`config.mk`:
```
export PLATFORM = sky130hd
export DESIGN_NAME = b2a_arith_out_n3
export DESIGN_NICKNAME = d
export VERILOG_FILES = /design/src/rtl/b2a_pkg.sv /design/src/rtl/b2a_fifo2.sv /design/src/rtl/b2a_arith_out_n3.sv
export SDC_FILE = /design/constraint.sdc
export NUM_CORES = 1
export LEC_CHECK = 0
export CAP_MARGIN = 10
export CORE_ASPECT_RATIO = 2
export CORE_MARGIN = 3
export CORE_UTILIZATION = 40
export DETAILED_ROUTE_END_ITERATION = 8
export PLACE_DENSITY = 0.69
export SYNTH_ARGS = -nofsm -noshare
export SYNTH_HDL_FRONTEND = slang
export SYNTH_SLANG_ARGS = --single-unit
```
`constraint.sdc`:
```
create_clock -name clk -period 13 [get_ports clk]
set_input_delay 2.6 -clock clk [delete_from_list [all_inputs] [get_ports clk]]
set_output_delay 2.6 -clock clk [all_outputs]
set_load 0.01 [all_outputs]
```
`src/rtl/b2a_pkg.sv`:
```
// Shared constants and types for the 3-share Boolean-to-arithmetic
// output stage.
package b2a_pkg;

    localparam int K_WIDTH  = 32;
    localparam int N_SHARES = 3;
    localparam int DEPTH    = 2;

    typedef logic [K_WIDTH-1:0] share_t;
    typedef logic [$clog2(DEPTH+1)-1:0] cnt_t;

endpackage

```
`src/rtl/b2a_fifo2.sv`:
```
// Two-entry synchronous FIFO with occupancy count.
// Reads come straight from the storage registers.
module b2a_fifo2
    import b2a_pkg::*;
#(
    parameter int WIDTH = 32
) (
    input  logic             clk,
    input  logic             rst,
    input  logic             push,
    input  logic             pop,
    input  logic [WIDTH-1:0] wdata,
    output logic [WIDTH-1:0] rdata,
    output cnt_t             count,
    output logic             empty
);

    logic [WIDTH-1:0] mem_q [2];
    logic [WIDTH-1:0] mem_d [2];
    logic             wptr_q, wptr_d;
    logic             rptr_q, rptr_d;
    cnt_t             cnt_q, cnt_d;

    always_comb begin
        mem_d  = mem_q;
        wptr_d = wptr_q;
        rptr_d = rptr_q;
        cnt_d  = cnt_q;
        if (push) begin
            mem_d[wptr_q] = wdata;
            wptr_d        = ~wptr_q;
        end
        if (pop) begin
            rptr_d = ~rptr_q;
        end
        unique case ({push, pop})
            2'b10:   cnt_d = cnt_q + cnt_t'(1);
            2'b01:   cnt_d = cnt_q - cnt_t'(1);
            default: cnt_d = cnt_q;
        endcase
    end

    always_ff @(posedge clk or posedge rst) begin
        if (rst) begin
            mem_q[0] <= '0;
            mem_q[1] <= '0;
            wptr_q   <= 1'b0;
            rptr_q   <= 1'b0;
            cnt_q    <= '0;
        end else begin
            mem_q    <= mem_d;
            wptr_q   <= wptr_d;
            rptr_q   <= rptr_d;
            cnt_q    <= cnt_d;
        end
    end

    assign rdata = mem_q[rptr_q];
    assign count = cnt_q;
    assign empty = (cnt_q == '0);

endmodule

```
`src/rtl/b2a_arith_out_n3.sv`:
```
// Output stage of the 3-share B2A converter: aligns arithmetic shares
// with the unmasked z and emits (z - sum(a_i), a1..a(N-1)).
module b2a_arith_out_n3 #(
    parameter int K_WIDTH   = b2a_pkg::K_WIDTH,
    parameter int N_SHARES  = b2a_pkg::N_SHARES,
    parameter int MASKWIDTH = K_WIDTH*N_SHARES,
    parameter int DEPTH     = b2a_pkg::DEPTH
) (
    input  logic                            clk,
    input  logic                            rst,
    input  logic                            dvld,
    input  logic                            ena,
    input  logic [K_WIDTH*(N_SHARES-1)-1:0] i_a,
    input  logic [K_WIDTH-1:0]              i_z,
    input  logic                            i_zvld,
    output logic [MASKWIDTH-1:0]            o_a,
    output logic                            o_vld,
    input  logic                            i_rdy,
    output logic                            o_stall,
    output logic                            o_err
);

    import b2a_pkg::*;

    localparam int   AW       = K_WIDTH*(N_SHARES-1);
    localparam cnt_t OCC_FULL = cnt_t'(DEPTH);

    logic [AW-1:0]      a_head;
    logic [K_WIDTH-1:0] s0;
    cnt_t               a_cnt, o_cnt, occ;
    logic               a_empty, o_empty;
    logic               a_push, a_pop, o_pop;
    logic               stall;
    logic               err_q, err_d;

    // Stall looks only at registered counts, so a same-cycle drain
    // does not reopen the input until the following cycle.
    assign occ   = a_cnt + o_cnt;
    assign stall = (occ == OCC_FULL);

    assign a_push = dvld & ena & ~stall;
    assign a_pop  = i_zvld & ena & ~a_empty;
    assign o_pop  = ~o_empty & i_rdy;

    always_comb begin
        s0 = i_z;
        for (int i = 0; i < N_SHARES-1; i++) begin
            s0 = s0 - a_head[i*K_WIDTH +: K_WIDTH];
        end
    end

    always_comb begin
        err_d = err_q;
        if (dvld & ena & stall)     err_d = 1'b1;
        if (i_zvld & ena & a_empty) err_d = 1'b1;
    end

    always_ff @(posedge clk or posedge rst) begin
        if (rst) err_q <= 1'b0;
        else     err_q <= err_d;
    end

    b2a_fifo2 #(.WIDTH(AW)) u_afifo (
        .clk   (clk),
        .rst   (rst),
        .push  (a_push),
        .pop   (a_pop),
        .wdata (i_a),
        .rdata (a_head),
        .count (a_cnt),
        .empty (a_empty)
    );

    b2a_fifo2 #(.WIDTH(MASKWIDTH)) u_obuf (
        .clk   (clk),
        .rst   (rst),
        .push  (a_pop),
        .pop   (o_pop),
        .wdata ({a_head, s0}),
        .rdata (o_a),
        .count (o_cnt),
        .empty (o_empty)
    );

    assign o_vld   = ~o_empty;
    assign o_stall = stall;
    assign o_err   = err_q;

endmodule

```
==> impl_summary.md, run 1 <==
Synth
The post-synthesis cell type count is between 60 and 70. For this run, the leading register cell type out of synthesis is sky130_fd_sc_hd__dfrtp_1. The number of nets in the synthesized netlist is ~1600.

The number of synthesis warnings is 0. The register bit count reported by yosys is 329. The combined area of all synthesized cells is 16300 sq um. The number of cells produced by synthesis is ~1500. The share of synthesized flip-flops with an asynchronous set or reset is 100%.

In this run, synthesis inferred 0 flip-flops with an integrated enable. The part of the Yosys area used for sequential elements is 50.5%. The mean cell area of the mapped netlist is roughly 11 sq um.

Cells and area
The proportion of layout cells with a drive suffix above 1 is approximately 18%. The signed area change from the synthesized netlist to the final layout is 21.3%. Counting the fill cells in the layout gives approximately 3600. The number of nets in the layout is 1781.

Global routing
Across every metal layer, demand over resource in global routing totals 19.6%. The total overflow left after global routing is 0. The number of antenna violations at the first check in global routing is 2. The first-pass GRT wire length is 66800 um. Entering global routing, the biggest net connects 101 pins. The number of global-route vias before repair came to around 12000.

Worst hold path
The worst hold path belongs to the class reg2reg.

Timing
Setup repair after global routing left no endpoint under its margin. For the pin with the worst max-slew slack, the measured transition is 1.03 ns. Derived from the worst setup path, the maximum achievable clock frequency is 159 MHz. The worst-case clock skew is 0.0153 ns. The number of hold-slack violations in the final timing report came to 0. The clock period minus final worst setup slack is approximately 6.3 ns. Setup violations remaining at the end of the flow were counted as 0.

The final critical path takes up 48.5% of the cycle. The number of pins exceeding their max-slew limit in the final report was 0. In this run the tightest slew margin relative to its limit is 31.3%. Setup total negative slack on the finished layout was measured at 0 ns.

Drt
The number of vias per cell is around 5.2. The violation count after the first detailed-route iteration is 494. The count of nets left with antenna violations once routing finished came out at 0. The remaining design rule violation count is 0. The number of iterations in the first detailed-routing pass is 5.

After detailed routing, the average wire length per cell comes to 19.7 um. The total number of vias is 11300. The post-detailed-routing wire length is 42700 um.

Setup path
The kind of capture point of the worst setup path is a register. The maximum fanout along the worst path is 4. The worst setup path is launched from a primary input. At the worst endpoint, the required time is 13.41 ns. The worst flop-to-flop path startpoint is u_afifo.rptr_q. In this run the critical register-to-register path is captured at u_obuf.mem_q[125]. The capture point of the worst path is u_obuf.mem_q[124]. For flop-to-flop paths, the worst setup slack is between 7 and 8 ns. The critical path startpoint is i_z[0].

The worst setup path is of the in2reg kind. The number of cell instances on the worst register-to-register path is 12. Data arrives at the worst endpoint at between 6 and 7 ns.

Floorplan
The starting density of the core is between 40% and 50%. The die span in y is a little under 300 um. The floorplan step defined a die boundary enclosing 43400 sq um.

During I/O placement, the number of pins put on the boundary was 201. Measured along the x axis, the die boundary spans 149 um. The count of standard-cell rows is 104. The core region is 40200 sq um.

Clock network
The clock slew seen by the registers of the worst setup and hold paths is 0.07 ns. Clock tree synthesis inserted a total of 30 buffers. In this run the deepest clock path goes through 3 buffers. Post-CTS timing repair inserted 0 buffers for setup.

The total of hold buffers inserted after clock tree synthesis is 0. Gates resized during post-CTS repair numbered 0. Counting every sink on the clock net gives approximately 330. TritonCTS built the clock tree. CTS built an H-tree with a depth of 1. The source-to-sink clock delay at the later pin of the worst-skew pair is about 0.56 ns. The clock root buffer is sky130_fd_sc_hd__clkbuf_16.

Place
The congestion estimate from routability-driven global placement came to 0.902. The number of buffers added on ports is 200. Detailed placement finished with a half-perimeter wire length of 31000 um.

Run
Across the run, the number of max-cap violations was 0.

Run status
The run finished with clean final reports.
## state kept, by name (all words and copies together), names as in the netlist
name / flops
u_obuf.mem_q: 192
o_err: 1
u_obuf.count: 2
u_obuf.rptr_q: 1
u_afifo.rptr_q: 1
u_afifo.count: 2
u_obuf.wptr_q: 1
u_afifo.wptr_q: 1
u_afifo.mem_q: 128
## synth_stat cells (2+ instances only)
library cell                count  area, sq um
sky130_fd_sc_hd__buf_1          7         26.3
sky130_fd_sc_hd__mux2_2       215         2420
sky130_fd_sc_hd__o211ai_1       4         30.0
sky130_fd_sc_hd__mux2i_1       64          641
sky130_fd_sc_hd__o22ai_1        2         12.5
sky130_fd_sc_hd__a211oi_1       2         15.0
sky130_fd_sc_hd__mux2_1         9          101
sky130_fd_sc_hd__nor3_1         5         25.0
sky130_fd_sc_hd__ha_1          36          450
sky130_fd_sc_hd__a311o_1        2         20.0
sky130_fd_sc_hd__fa_1          31          621
sky130_fd_sc_hd__or4_1          3         22.5
sky130_fd_sc_hd__o21bai_1       3         22.5
sky130_fd_sc_hd__a21boi_1       2         15.0
sky130_fd_sc_hd__nand2_2        2         12.5
sky130_fd_sc_hd__o21a_1         7         52.6
sky130_fd_sc_hd__nor2_1        33          124
sky130_fd_sc_hd__a311oi_1       2         17.5
sky130_fd_sc_hd__nand4_1       10         62.6
sky130_fd_sc_hd__o31ai_1        4         30.0
sky130_fd_sc_hd__nor3b_1        2         15.0
sky130_fd_sc_hd__o2111ai_1      2         17.5
sky130_fd_sc_hd__nor2b_1        2         12.5
sky130_fd_sc_hd__dfrtp_1      329         8230
sky130_fd_sc_hd__o21ai_1        8         40.0
sky130_fd_sc_hd__inv_1         20         75.1
sky130_fd_sc_hd__o32ai_1        2         17.5
sky130_fd_sc_hd__or2_2          2         12.5
sky130_fd_sc_hd__a21o_1         3         22.5
sky130_fd_sc_hd__a221o_1        2         20.0
sky130_fd_sc_hd__nand3_1       17         85.1
sky130_fd_sc_hd__xnor2_1       21          184
sky130_fd_sc_hd__xor2_1        20          175
sky130_fd_sc_hd__nand2b_1       2         12.5
sky130_fd_sc_hd__a2111oi_0      2         17.5
sky130_fd_sc_hd__a211o_1        2         17.5
sky130_fd_sc_hd__buf_2         25          125
sky130_fd_sc_hd__a31oi_1        5         31.3
sky130_fd_sc_hd__nand2_1      231          867
sky130_fd_sc_hd__a21oi_1       36          180
sky130_fd_sc_hd__and3_1         6         37.5
sky130_fd_sc_hd__o21ai_0      200         1000
sky130_fd_sc_hd__a41oi_1        2         17.5
sky130_fd_sc_hd__clkbuf_1      51          191
## critical path, stage by stage
cell and delay (ns):
sky130_fd_sc_hd__clkdlybuf4s50_1 0.44, sky130_fd_sc_hd__fa_1 0.58, sky130_fd_sc_hd__inv_1 0.05, sky130_fd_sc_hd__ha_1 0.18
sky130_fd_sc_hd__or2_2 0.28, sky130_fd_sc_hd__fa_1 0.42, sky130_fd_sc_hd__a211oi_1 0.53, sky130_fd_sc_hd__o21ai_1 0.20
sky130_fd_sc_hd__a31oi_1 0.57, sky130_fd_sc_hd__o31ai_1 0.25, sky130_fd_sc_hd__a41oi_1 0.28, sky130_fd_sc_hd__xor2_1 0.23
sky130_fd_sc_hd__o21ai_1 0.10
## worst min-delay path by stage
stage,slack [ns],cells after the start,end,startpoint
floorplan,0.44,2,u_obuf.mem_q[1],u_obuf.mem_q[1]
global placement,0.45,1,o_err,o_err
detailed placement,0.45,1,o_err,o_err
CTS,0.47,1,o_err,o_err
global route,0.50,1,o_err,o_err
finish,0.46,1,o_err,o_err
## layout by cell type (no fill, tap or decap), types with 3 or more instances in the layout
cell type                           n
sky130_fd_sc_hd__bufinv_16          3
sky130_fd_sc_hd__a21oi_1           36
sky130_fd_sc_hd__or4_1              3
sky130_fd_sc_hd__nand4_1           10
sky130_fd_sc_hd__nor3_1             5
sky130_fd_sc_hd__o21a_1             7
sky130_fd_sc_hd__dfrtp_1          327
sky130_fd_sc_hd__a31oi_1            5
sky130_fd_sc_hd__clkinv_2           7
sky130_fd_sc_hd__o21bai_1           3
sky130_fd_sc_hd__clkbuf_8           5
sky130_fd_sc_hd__nor2_1            32
sky130_fd_sc_hd__xor2_1            20
sky130_fd_sc_hd__and3_1             6
sky130_fd_sc_hd__clkinvlp_4         4
sky130_fd_sc_hd__nand3_1           17
sky130_fd_sc_hd__a21o_1             3
sky130_fd_sc_hd__mux2_2           215
sky130_fd_sc_hd__clkbuf_1           5
sky130_fd_sc_hd__fa_1              31
sky130_fd_sc_hd__nand2_4            3
sky130_fd_sc_hd__ha_1              36
sky130_fd_sc_hd__mux2_1             9
sky130_fd_sc_hd__o21ai_1            8
sky130_fd_sc_hd__nand2_1          228
sky130_fd_sc_hd__o211ai_1           4
sky130_fd_sc_hd__xnor2_1           21
sky130_fd_sc_hd__clkdlybuf4s50_1  200
sky130_fd_sc_hd__o31ai_1            4
sky130_fd_sc_hd__o21ai_0          200
sky130_fd_sc_hd__clkbuf_16         31
sky130_fd_sc_hd__inv_1             19
sky130_fd_sc_hd__mux2i_1           64
sky130_fd_sc_hd__buf_4             10
## cells by family after synthesis
| group | Yosys count | share of synthesized area [%] |
|---|---|---|
| AO/OA/AOI/OAI | 301 | 10.5 |
| buffers and inverters | 104 | 2.59 |
| flip-flops | 329 | 50.5 |
| adder cells (fa/ha/maj) | 67 | 6.57 |
| AND/OR/NAND/NOR | 323 | 8.29 |
| XOR/XNOR | 41 | 2.20 |
| multiplexers | 288 | 19.4 |
## routing by layer
metal | GRT usage (%) | up-vias | share of wire, %
li1 | - | 5401 | -
met1 | 23.1 | 5519 | 38
met2 | 35.6 | 291 | 53
met3 | 2.17 | 83 | 3.7
met4 | 8.78 | 0 | 4.7
met5 | 0 | - | 0
## area by class of cell
cell class              count  area, sq um  share of cell area [%]
flip-flops and latches    329         8240                    41.7
multi-input cells        1020         7680                    38.8
repair buffers            210         2080                    10.5
clock buffers              41          863                    4.36
well taps                 530          663                    3.35
clock inverters            15          164                   0.829
inverters                  21         86.3                   0.436
diodes                      2         5.00                  0.0253
## metrics by stage
| step | instances | area, sq um | hold slack [ns] | worst slack [ns] | util (%) |
|---|---|---|---|---|---|
| detailed placement | 2110 | 18700 | 0.449 | 6.22 | 46.6 |
| global route | 2168 | 19800 | 0.499 | 6.55 | 49.2 |
| CTS | 2166 | 19800 | 0.469 | 6.79 | 49.2 |
| finish | 2168 | 19800 | 0.464 | 6.69 | 49.2 |
| floorplan | 1453 | 16300 | 0.440 | 1.29 | - |
| global placement | 2110 | 18700 | 0.450 | 6.26 | 46.6 |
Power of run 1 is left out: the tool's default activity adds up to more than one toggle a clock period on the data nets, which glitch-free logic cannot reach.
==> inputs of run 2 (changes only) <==
Clock period 13 ns to 5.96 ns, I/O delays scaled along.
==> impl_summary.md, run 2 (synthesis gave the netlist of run 1 again) <==
Clock network
The clock root buffer is sky130_fd_sc_hd__clkbuf_16. The clock sink count is around 330. The total of hold buffers inserted after clock tree synthesis is 0. In this run, post-CTS repair resized a total of 0 instances. The clock passes through at most 3 buffers. The number of levels in the clock H-tree is 1.

TritonCTS built the clock tree. After clock tree synthesis, the clock-pin slew on the worst setup and hold paths is 0.07 ns. The number of clock buffers added by TritonCTS is 31. The clock reaches the later pin of the worst-skew pair after 0.58 ns. The number of buffers inserted to repair setup after CTS is 0.

Setup path
The startpoint kind of the worst setup timing path is a register. At the worst endpoint, the required time is 6.40 ns. The setup slack of the most critical reg-to-reg path is 1.22 ns. The critical path in this run is classified as reg2reg. STA puts the critical path data arrival time at between 5 and 6 ns. The number of cell instances on the worst register-to-register path is 13. Along the worst path, the maximum fanout reaches 29. The end of the worst register-to-register path is u_obuf.mem_q[124].

The worst flop-to-flop path startpoint is u_afifo.rptr_q. STA classifies the critical path endpoint as a register.

Cells and area
The top cell types in the final layout, fill and taps aside, are sky130_fd_sc_hd__dfrtp_1, sky130_fd_sc_hd__nand2_1, sky130_fd_sc_hd__mux2_2, sky130_fd_sc_hd__o21ai_0, sky130_fd_sc_hd__clkdlybuf4s50_1. The number of flip-flops in the largest register is 192. The number of nets in the layout is 1789. Registers take 8240 sq um. Fill cells in the final layout number 3639. Summing all multi-input logic gate instances after layout gives 7680 sq um. The post-layout instance count excluding filler cells is 2174.

In the final layout, the share of cells above drive strength 1 is between 10% and 20%. The register containing the most flip-flops in the final layout is u_obuf.mem_q. The library cell used most frequently in the layout, excluding fill and tap cells, is sky130_fd_sc_hd__dfrtp_1. The signed area change from the synthesized netlist to the final layout is 21.9%. In the final layout, the registers with the most flip-flops are u_obuf.mem_q x192, u_afifo.mem_q x128.

Drt
The violation count after the first detailed-route iteration is 443. Before antenna repair, the detailed router went through 5 iterations. The detail route stage leaves a number of antenna-violating nets equal to 0. The routed layout has 11400 vias. Dividing the detail-routed via count by the number of cells gives 5.25. In the final routed layout, each cell accounts on average for 20.3 um. The remaining design rule violation count is 0. The post-detailed-routing wire length is between 40000 and 50000 um.

Place
Counting tap cells, the placed design contains a total of 2117 instances. The number of buffers added on ports is 200. Timing analysis after detailed placement gives a worst setup slack of 0.917 ns.

The routability congestion estimate from global placement is 0.906. The wire-length estimate of the detail-placed layout is ~32000 um.

Worst hold path
Counting instances, the worst hold path has a depth of 1. The worst hold path belongs to the class reg2reg. The worst hold path terminates at o_err. The startpoint identified for the worst hold timing path is o_err.

Timing
The setup-violating endpoint count in the final report is 0. The timing-limited maximum frequency is between 200 and 250 MHz. The worst relative slew slack is 34.0%. For the pin with the worst max-slew slack, the measured transition is 0.990 ns.

Adding up every negative setup slack in the final design gives 0 ns. The setup slack of the critical path after layout is 1.22 ns. The clock period minus final worst setup slack is 4.74 ns. Between clock sinks in the finished design, the worst skew comes to 0.0137 ns. The number of hold-slack violations in the final timing report is 0.

Dividing the final minimum period by the clock period gives around 79%. Setup repair after global routing left no endpoint under its margin. The number of pins exceeding their max-slew limit in the final report was 0.

Global routing
For this run, the total global-route usage over all layers was measured as between 20% and 30%. The first global-routing pass estimated between 60000 and 70000 um of wire. Summed over all layers, the global routing overflow is 0. The number of global-route vias before repair was 12000.

The number of antenna violations at the first check in global routing is 3. Entering global routing, the biggest net connects between 150 and 200 pins.

Floorplan
The floorplan step set the die height to roughly 290 um. The floorplan has 104 rows. Pin placement for this block handled 201 I/O pins. The starting density of the core is 40.6%.

Measured along the x axis, the die boundary spans roughly 150 um. The die covers 43400 sq um. The core box area is between 40000 and 50000 sq um.

Run status
The flow ran to the end, and the final reports show no timing, DRC or antenna violations.

Run
The max-cap check violation count is 0.
-- run 2: changes by cell type in the layout (fill, tap and decap cells not counted) --
cell | before | now
sky130_fd_sc_hd__diode_2 | 2 | 1
sky130_fd_sc_hd__clkinv_4 | 0 | 1
sky130_fd_sc_hd__inv_8 | 1 | 0
sky130_fd_sc_hd__buf_4 | 10 | 13
sky130_fd_sc_hd__clkinv_2 | 7 | 4
sky130_fd_sc_hd__clkbuf_1 | 5 | 8
sky130_fd_sc_hd__buf_12 | 0 | 4
-- run 2: worst max path at each step --
stage / from / end / slack [ns] / cells after the start
2_1_floorplan: rst / o_err / 0.38 / 1
3_3_place_gp: i_z[0] / u_obuf.mem_q[114] / 0.90 / 13
3_5_place_dp: i_z[0] / u_obuf.mem_q[114] / 0.92 / 13
4_1_cts: u_afifo.rptr_q / u_obuf.mem_q[124] / 1.24 / 13
5_1_grt: u_afifo.rptr_q / u_obuf.mem_q[114] / 0.96 / 12
6_report: u_afifo.rptr_q / u_obuf.mem_q[124] / 1.22 / 13
-- run 2: through the flow --
stage	hold slack, ns	util, %	cell area, sq um
after floorplan	0.440	-	16300
after global placement	0.446	46.9	18800
after detailed placement	0.456	46.9	18800
after CTS	0.469	49.4	19900
after global routing	0.487	49.4	19900
final	0.465	49.4	19900
-- run 2: worst max-delay path: stages (launching register included) --
cell,delay (ns)
sky130_fd_sc_hd__dfrtp_4,0.85
sky130_fd_sc_hd__mux2i_1,0.45
sky130_fd_sc_hd__fa_1,0.51
sky130_fd_sc_hd__ha_1,0.21
sky130_fd_sc_hd__or2_2,0.31
sky130_fd_sc_hd__fa_1,0.43
sky130_fd_sc_hd__a211oi_1,0.55
sky130_fd_sc_hd__o21ai_1,0.20
sky130_fd_sc_hd__a31oi_1,0.21
sky130_fd_sc_hd__buf_4,0.16
sky130_fd_sc_hd__o31ai_1,0.12
sky130_fd_sc_hd__a41oi_1,0.29
sky130_fd_sc_hd__xor2_1,0.22
sky130_fd_sc_hd__o21ai_1,0.09
-- run 2: final cells by class --
cell class / count / share of cell area, %
well taps: 530 / 3.34
clock inverters: 12 / 0.755
diodes: 1 / 0.0126
repair buffers: 217 / 11.0
clock buffers: 44 / 4.40
multi-input cells: 1020 / 38.7
inverters: 21 / 0.415
flip-flops and latches: 329 / 41.5
-- run 2: layer usage --
metal | global-route usage (%) | up-vias | routed length, um
met4 | 6.55 | 0 | 1380
met2 | 39.5 | 240 | 24900
met5 | 0 | - | 0
li1 | - | 5418 | -
met1 | 22.5 | 5694 | 16500
met3 | 1.77 | 65 | 1340
Power of run 2 is left out for the same reason.
==> inputs of run 3 (changes only) <==
Clock period 5.96 ns to 4.79 ns, I/O delays scaled along.
==> impl_summary.md, run 3 (synthesis gave the netlist of run 1 again) <==
Setup path
The kind of critical path is reg2reg. The maximum fanout along the worst path is 29. The number of cell instances on the worst register-to-register path is 11.

The cell with the biggest individual delay on the critical path is sky130_fd_sc_hd__dfrtp_4. STA classifies the critical path startpoint as a register. The worst setup path is captured at a register. The peak per-stage delay on the critical path is between 0.6 and 0.7 ns. At the worst endpoint, the required time is 5.20 ns. The number of buffers and inverters on the critical path is 2. The family of cells with the greatest summed delay on the critical path is adder cells. Traced cell by cell, the critical path runs through buf_12, buf_12, mux2i_1, fa_1, ha_1, nand4_1, or4_1, a31oi_1, o22ai_1, o22ai_1, a21oi_1. STA puts the critical path data arrival time at 4.70 ns.

The number of cells on the critical path is 11.

Timing
Setup slack on the critical path of the routed design comes to slightly below 0.5 ns. The clock period minus final worst setup slack is 4.29 ns. The period utilization is 89.6%. The number of pins exceeding their max-slew limit in the final report is 0. The worst relative slew slack is a little under half. The transition time at the pin with the least slew margin is a little over 0.8 ns.

The timing-limited maximum frequency is around 230 MHz. The number of hold-slack violations in the final timing report is 0. The worst-case clock skew is 0.0308 ns. Setup repair after global routing left no endpoint under its margin. The setup-violating endpoint count in the final report is 0.

Clock network
The clock root buffer is sky130_fd_sc_hd__clkbuf_16. The total of hold buffers inserted after clock tree synthesis is 0. The number of setup buffers added after CTS is 0. The clock sink count is about 330.

The CTS buffer count is 30. The clock slew seen by the registers of the worst setup and hold paths is approximately 0.070 ns. The number of levels in the clock H-tree is 1. TritonCTS built the clock tree. The number of gates given a new drive strength after cts is 0. The source-to-sink clock delay at the later pin of the worst-skew pair is between 0.5 and 0.6 ns. The maximum clock path buffer count is 3.

Cells and area
The number of flip-flops in the largest register is 192. The register containing the most flip-flops in the final layout is u_obuf.mem_q. The final layout contains 1813 nets. After the flow finishes, the layout carries non-filler instances totaling 2200. The post-route netlist has a little under a fifth of its cells at a drive strength greater than 1. The filler cell count is approximately 3600.

The signed area change from the synthesized netlist to the final layout is 23.0%. The library cell used most frequently in the layout, excluding fill and tap cells, is sky130_fd_sc_hd__dfrtp_1. The largest registers in the layout are u_obuf.mem_q x192, u_afifo.mem_q x128.

The top cell types in the final layout, fill and taps aside, are sky130_fd_sc_hd__dfrtp_1, sky130_fd_sc_hd__nand2_1, sky130_fd_sc_hd__mux2_2, sky130_fd_sc_hd__o21ai_0, sky130_fd_sc_hd__clkdlybuf4s50_1.

Floorplan
The core box area is 40200 sq um. Measured along the y axis, the die boundary spans 292 um. The die covers approximately 43000 sq um.

The count of standard-cell rows is 104. Measured along the x axis, the die boundary spans 149 um. The initial utilization of the core area, before any placement, comes to between 40% and 50%.

The number of placed I/O pins is 201.

Global routing
The global-route usage over all layers is 20.3%. Global routing used 2.08% of the available met3 tracks. The aggregate global routing overflow is 0. The pin count of the biggest net entering global routing is 126. For met1 alone, demand over resource in global routing was 22.9%. The number of global-route vias before repair is 12300. The number of antenna violations at the first check in global routing is 2.

The met2 track demand over resource is a little under two fifths. The first global-routing pass estimated 69000 um of wire. met2 is the most crowded layer.

Place
Including well taps, the total number of placed cells is 2142. Before CTS, the worst setup slack after placement is 0.221 ns. At the end of routability-driven placement, the weighted congestion stood at 0.933. The number of buffers added on ports is 200. Once detailed placement completed, the half-perimeter wirelength came to approximately 33000 um.

Drt
The detail route stage leaves a number of antenna-violating nets equal to 0. Detailed routing inserted a total of 11500 vias. The number of iterations in the first detailed-routing pass is 5. The violation count after the first detailed-route iteration is about 500. After detailed routing, the number of remaining DRC violations is 0.

The post-detailed-routing wire length is 44100 um. After detailed routing, the number of vias per cell comes to roughly 5.2. The final routed wire length divided by cell count is 20.0 um.

Run
The max-cap check violation count is 0.

Worst hold path
In this run the worst hold path is classified as reg2reg. Along the worst hold path, the cell count comes to 1.

Run status
The run finished with clean final reports.
[run 3: path summary, 6_finish.rpt]
check / slack, ns / from / endpoint
min in group asynchronous: 0.86 / rst / u_obuf.mem_q[129]
max: 0.50 / u_afifo.rptr_q / u_obuf.mem_q[31]
max in group asynchronous: 2.71 / rst / u_obuf.rptr_q
min reg2reg: 0.47 / o_err / o_err
max reg2reg: 0.50 / u_afifo.rptr_q / u_obuf.mem_q[31]
min: 0.47 / o_err / o_err
[run 3: stage by stage]
stage / util, % / TNS (ns) / hold WS (ns) / instance area (sq um)
global route: 49.9 / 0 / 0.495 / 20100
CTS: 49.9 / 0 / 0.476 / 20100
floorplan: - / -184.46 / 0.440 / 16300
global placement: 47.5 / 0 / 0.451 / 19100
detailed placement: 47.5 / 0 / 0.460 / 19100
finish: 49.9 / 0 / 0.470 / 20100
[run 3: layout make-up]
| type | count | area [sq um] | area share, % |
|---|---|---|---|
| clock buffers | 50 | 897 | 4.47 |
| repair buffers | 242 | 2430 | 12.1 |
| flip-flops and latches | 329 | 8240 | 41.1 |
| multi-input cells | 1020 | 7680 | 38.3 |
| diodes | 2 | 5.00 | 0.0249 |
| clock inverters | 6 | 63.8 | 0.318 |
| well taps | 530 | 663 | 3.31 |
| inverters | 21 | 82.6 | 0.412 |
[run 3: per-layer routing]
metal	share of wire (%)	routed length, um
met1	37	16400
met2	54	23800
met3	3.5	1550
met4	5.3	2330
met5	0	0
[run 3: worst reg2reg max path: stages, from the launching register on]
cell and delay, ns:
sky130_fd_sc_hd__dfrtp_4 0.64, sky130_fd_sc_hd__buf_12 0.33, sky130_fd_sc_hd__buf_12 0.18, sky130_fd_sc_hd__mux2i_1 0.46, sky130_fd_sc_hd__fa_1 0.52, sky130_fd_sc_hd__ha_1 0.45, sky130_fd_sc_hd__nand4_1 0.28, sky130_fd_sc_hd__or4_1 0.48
sky130_fd_sc_hd__a31oi_1 0.31, sky130_fd_sc_hd__o22ai_1 0.14, sky130_fd_sc_hd__o22ai_1 0.23, sky130_fd_sc_hd__a21oi_1 0.11
Power of run 3 is left out for the same reason.
